## src/rtl/bsg_manycore_tq_pkg.sv

```systemverilog
// Shared types and pointer helpers for the manycore tile-queue endpoints.
// Used by both the sender and the receiver halves.
package bsg_manycore_tq_pkg;

    typedef enum logic {
        IDLE = 1'b0,
        PEND = 1'b1
    } tq_sender_state_e;

    // True when a precedes b on a free-running w-bit pointer circle.
    function automatic logic tq_ptr_diff(
        input logic [63:0] a,
        input logic [63:0] b,
        input int          w
    );
        logic [63:0] d;
        d = a - b;
        return 1'(d >> (w - 1));
    endfunction

endpackage

```

## src/rtl/bsg_manycore_tq_update_slot.sv

```systemverilog
// Single-entry coalescing valid/ready slot for send-pointer updates.
// The payload is the live pointer, so a newer value overwrites in place.
module bsg_manycore_tq_update_slot
    import bsg_manycore_tq_pkg::*;
#(
    parameter int width_p = 32
) (
    input  logic               clk_i,
    input  logic               reset_n_i,
    input  logic               set_i,
    input  logic [width_p-1:0] data_i,
    input  logic               ready_i,
    output logic               v_o,
    output logic [width_p-1:0] data_o
);

    tq_sender_state_e state_q;
    tq_sender_state_e state_d;

    always_ff @(posedge clk_i or negedge reset_n_i) begin
        if (!reset_n_i) begin
            state_q <= IDLE;
        end else begin
            state_q <= state_d;
        end
    end

    // A set on the handshake edge keeps the slot full for the newer value.
    always_comb begin
        state_d = state_q;
        unique case (state_q)
            IDLE: if (set_i) state_d = PEND;
            PEND: if (ready_i && !set_i) state_d = IDLE;
            default: state_d = IDLE;
        endcase
    end

    assign v_o    = (state_q == PEND);
    assign data_o = data_i;

endmodule

```

## src/rtl/bsg_manycore_tq_sender.sv

```systemverilog
// Producer side of a tile queue: send/recv pointers, room check,
// protocol error flag and coalesced send-pointer updates.
module bsg_manycore_tq_sender
    import bsg_manycore_tq_pkg::*;
#(
    parameter int width_p          = 32,
    parameter int capacity_p       = 4,
    parameter int max_depth_p      = 1,
    parameter int lg_max_depth_p   = $clog2(max_depth_p + 1),
    parameter bit assert_illegal_p = 1'b1
) (
    input  logic                      clk_i,
    input  logic                      reset_n_i,
    input  logic [lg_max_depth_p-1:0] depth_i,
    output logic                      confirm_o,
    input  logic                      release_i,
    input  logic                      recv_v_i,
    input  logic [width_p-1:0]        recv_data_i,
    output logic                      send_v_o,
    output logic [width_p-1:0]        send_data_o,
    input  logic                      send_ready_i,
    output logic                      error_o
);

    logic [width_p-1:0] send_q, send_d;
    logic [width_p-1:0] recv_q, recv_d;
    logic               error_q, error_d;
    logic [width_p-1:0] depth_ext;
    logic [width_p-1:0] room_lhs;
    logic [width_p-1:0] room_rhs;
    logic               accept;
    logic               illegal;
    logic               recv_bad;
    logic               slot_set;

    always_comb begin
        depth_ext = width_p'(depth_i);
        room_lhs  = send_q + depth_ext;
        room_rhs  = recv_q + width_p'(capacity_p + 1);
        // Room exists while send+depth stays behind recv+capacity+1.
        confirm_o = tq_ptr_diff(64'(room_lhs), 64'(room_rhs), width_p);
        accept    = release_i & confirm_o;
        illegal   = release_i & ~confirm_o;
        recv_bad  = recv_v_i
                  & tq_ptr_diff(64'(send_q), 64'(recv_data_i), width_p);
        slot_set  = accept & (depth_i != '0);
        send_d    = accept ? room_lhs : send_q;
        recv_d    = recv_v_i ? recv_data_i : recv_q;
        error_d   = error_q | illegal | recv_bad;
    end

    always_ff @(posedge clk_i or negedge reset_n_i) begin
        if (!reset_n_i) begin
            send_q  <= '0;
            recv_q  <= '0;
            error_q <= 1'b0;
        end else begin
            send_q  <= send_d;
            recv_q  <= recv_d;
            error_q <= error_d;
        end
    end

    bsg_manycore_tq_update_slot #(
        .width_p (width_p)
    ) u_slot (
        .clk_i     (clk_i),
        .reset_n_i (reset_n_i),
        .set_i     (slot_set),
        .data_i    (send_q),
        .ready_i   (send_ready_i),
        .v_o       (send_v_o),
        .data_o    (send_data_o)
    );

    assign error_o = error_q;

    if (assert_illegal_p) begin : g_release_chk
        always_ff @(posedge clk_i) begin
            assert (!(reset_n_i && illegal))
            else $error("tq_sender: release without confirm");
        end
    end

endmodule

```

## config.mk

```make
export PLATFORM = sky130hd
export DESIGN_NAME = bsg_manycore_tq_sender
export DESIGN_NICKNAME = d
export VERILOG_FILES = /design/src/rtl/bsg_manycore_tq_pkg.sv /design/src/rtl/bsg_manycore_tq_update_slot.sv /design/src/rtl/bsg_manycore_tq_sender.sv
export SDC_FILE = /design/constraint.sdc
export NUM_CORES = 1
export LEC_CHECK = 0
export CAP_MARGIN = 20
export CORE_MARGIN = 2
export CORE_UTILIZATION = 46
export DETAILED_ROUTE_END_ITERATION = 12
export PLACE_DENSITY = 0.69
export SLEW_MARGIN = 25
export SYNTH_ARGS = -nofsm -noshare
export SYNTH_HDL_FRONTEND = slang
export SYNTH_SLANG_ARGS = --single-unit
```

## constraint.sdc

```tcl
create_clock -name clk_i -period 7.2 [get_ports clk_i]
set_input_delay 1.44 -clock clk_i [delete_from_list [all_inputs] [get_ports clk_i]]
set_output_delay 1.44 -clock clk_i [all_outputs]
set_load 0.05 [all_outputs]
```

==> run_results.csv <==
group,metric,value,unit
route,met1_length,5830,um
floorplan,die-area,12600,um2
setup_path,crit_path_max_incr_delay,0.51,ns
cts,worstSkewPairLatency,0.33,ns
route,drt_first_pass_iters,4,
logic_synthesis,synth_area,5380,um2
setup_path,crit_arrival,5.58,ns
setup_path,start_kind,"input pin",
final_layout,areaGrowthSynthToFinish,23.2,%
route,wl_per_cell,15.8,um
route,route.met2.wl,6030,um
setup_path,worstPathRequired,5.76,ns
pwr,power.total,1240,uW
route,ant_nets,0,
setup_path,reg2reg_to,"send_q[22]$_DFFE_PN0P_",
timing,timing_max_transition_violations_final,0,
floorplan,core_area,11400,um2
timing,period_needed,7.02,ns
floorplan,ios,73,
floorplan,initial_core_util,47.1,%
setup_path,end_kind,"primary output",
timing,worstMarginPinSlew,0.856,ns
floorplan,rows,39,
setup_path,crit_type,"input pin to primary output",
route,wl,12300,um
logic_synthesis,yosys_register_bits,66,
grt,grt_start_max_net_pins,67,
route,vias,4094,
setup_path,cp_top_family,"simple AND/OR/NAND/NOR gates",
grt,grt_overflow,0,
placed_design,dpl.hpwl,9190,um
route,drt_iter0_markers,124,
route,met3_length,284,um
pwr,p_int,820,uW
placed_design,placed_cells,760,
final_layout,final_util,58.0,%
logic_synthesis,avgSynthCellArea,9.81,um2
cts,hold_buffers,0,
grt,grt_pass1_vias,4385,
pwr,p_per_area,187,nW/um2
placed_design,place.gp.congestion,0.845,
hold_path,min_from,"recv_q[0]$_DFFE_PN0P_",
hold_path,hold_depth,1,
setup_path,r2r_cells,20,
timing,final-hold-violation-count,0,
final_layout,fillers,991,
timing,setup_viol,0,
cts,cts_tree,"done",
timing,clock_skew,0.00483,ns
cts,cts_buffer_depth,2,
setup_path,crit_chain,"clkdlybuf4s50_1, ha_1, ha_2, and3_1, nand4_1, buf_4, nor2_2, and3_4, nand3_1, xor2_1, ha_1, inv_1, ha_1, a21oi_1, o21ai_0, o21bai_1, o211ai_1, a21oi_2, or2_1, inv_1, buf_6",
logic_synthesis,synth_cells,548,
setup_path,r2r-start,"send_q[0]$_DFFE_PN0P_",
timing,max_freq,142,MHz
pwr,p_switching,420,uW
logic_synthesis,synth_area_leaders,"dfrtp_1 31%, ha_1 21%, inv_1 6.5%",
setup_path,critPathSlowestCell,"clkdlybuf4s50_1",
setup_path,critPathBufInv,5,
grt,grt_usage,19.9,%
pwr,ir_drop,146,uV
floorplan,die_h,112,um
pwr,combPwrFrac,31.5,%
logic_synthesis,ys_seq_area_share,30.7,%
logic_synthesis,synth.distinct_cells,49,
logic_synthesis,synth_top_area_cell,"dfrtp_1",
final_layout,drive_gt1_share,15.1,%
route,detail_route.drc_violations,0,
hold_path,hold_path.class,"flip-flop to flip-flop",
setup_path,r2r_slack,2.44,ns
final_layout,final_cell_mix,"93 x inv_1, 91 x ha_1, 70 x clkdlybuf4s50_1",
pwr,leakagePower,0.00332,uW
cts,cts-root-buf,"clkbuf_16",
cts,cts.clk_slew.worst_paths,0.05,ns
cts,cts_max_level,3,
route,viasPerCell,5.26,
final_layout,layout.cells.non_filler,779,
route,routed.top_layer,"met4",
grt,antenna_found_initial,0,
hold_path,min_to,"recv_q[0]$_DFFE_PN0P_",
setup_path,cp_max_fo,5,
logic_synthesis,synth_warnings,0,
logic_synthesis,yosysTopAreaCellShare,30.7,%
grt,grt_pass1_wl,20500,um
timing,setup_tns,0,ns
timing,period_share,97.5,%
cts,cts_made_buffers,9,
placed_design,port_buffers,72,
run_status,run_status,"finished clean",
pwr,p_clk_share,33.1,%
pwr,switching_share,33.9,%
setup_path,cp_common_cell,"ha_1",
final_layout,mostFrequentLayoutCell,"inv_1",
run,cap_violations,0,
logic_synthesis,syn_nets,678,
cts,clock_sinks,66,
pwr,seqPwrFrac,35.5,%
timing,maxSlewHeadroom,42.9,%
final_layout,antennaDiodeCount,0,
floorplan,die_w,112,um
final_layout,nets,762,
==> how the worst max path moves through the flow <==
stage	slack [ns]	to	cells past startpoint	start
5_1_grt	-0.03	confirm_o	21	depth_i
4_1_cts	0.03	confirm_o	20	depth_i
2_1_floorplan	0.47	confirm_o	18	depth_i
6_report	0.18	confirm_o	21	depth_i
3_5_place_dp	-0.02	confirm_o	20	depth_i
3_3_place_gp	0.16	confirm_o	20	depth_i
==> routing by layer <==
metal | track usage, % | vias to the layer above
li1 | - | 2044
met1 | 26.1 | 1981
met2 | 33.9 | 57
met3 | 3.19 | 12
met4 | 6.34 | 0
met5 | 0 | -
==> final cells by class <==
class	count	area, um2	area share [%]
Clock inverter	3	15.0	0.227
Tap cell	143	179	2.70
Multi-Input combinational cell	376	3350	50.6
Sequential cell	66	1650	24.9
Timing Repair Buffer	86	822	12.4
Inverter	93	349	5.27
Clock buffer	12	256	3.87
==> repair_timing <==
item                                    in CTS  in global routing
setup buffers                                0                  4
pin swaps                                    0                  4
gates resized for setup                      1                 10
endpoints found under the setup margin       1                  1
==> Yosys cell counts, drive strengths merged <==
cell type / number
a21boi: 12
o21ai: 11
a221oi: 4
clkbuf: 6
mux2: 33
inv: 93
nor2b: 1
or3: 6
nor4: 3
xnor2: 36
and3: 14
nand4: 13
a31oi: 1
nand2: 31
a21oi: 27
o21a: 2
and2: 4
xor2: 29
ha: 92
a21o: 11
dfrtp: 66
a22o: 1
or4: 1
o2111ai: 1
a221o: 3
o21bai: 1
o211a: 1
nand3: 10
or2: 1
nor2: 11
buf: 7
nand4b: 1
o211ai: 2
a211oi: 1
nor3: 5
and4: 7
==> cells by family after synthesis <==
family | after synthesis | synth area share, %
XOR/XNOR | 65 | 10.9
AO/OA/AOI/OAI | 78 | 10.5
flip-flops | 66 | 30.7
buffers and inverters | 106 | 7.68
adder cells (fa/ha/maj) | 92 | 21.4
multiplexers | 33 | 6.91
AND/OR/NAND/NOR | 108 | 11.9
==> registers in the layout, indices dropped and copies added (netlist names) <==
signal	count
error_o	1
u_slot.v_o	1
send_q	32
recv_q	32
==> power by group through the flow <==
| stage | clock (uW) | sequential (uW) | combinational [uW] |
|---|---|---|---|
| global placement | 0 | 445 | 371 |
| global route | 435 | 445 | 440 |
| finish | 410 | 440 | 390 |
| detailed placement | 0 | 446 | 384 |
| floorplan | 0 | 483 | 214 |
| CTS | 419 | 440 | 386 |
==> metrics by stage <==
step	hold WS [ns]	instance area (um2)	worst slack (ns)
finish	0.496	6630	0.182
global route	0.530	6630	-0.0347
CTS	0.504	6560	0.0253
detailed placement	0.491	6280	-0.0184
global placement	0.480	6280	0.156
floorplan	0.471	5380	0.470
(Power assumes the default switching activity.)
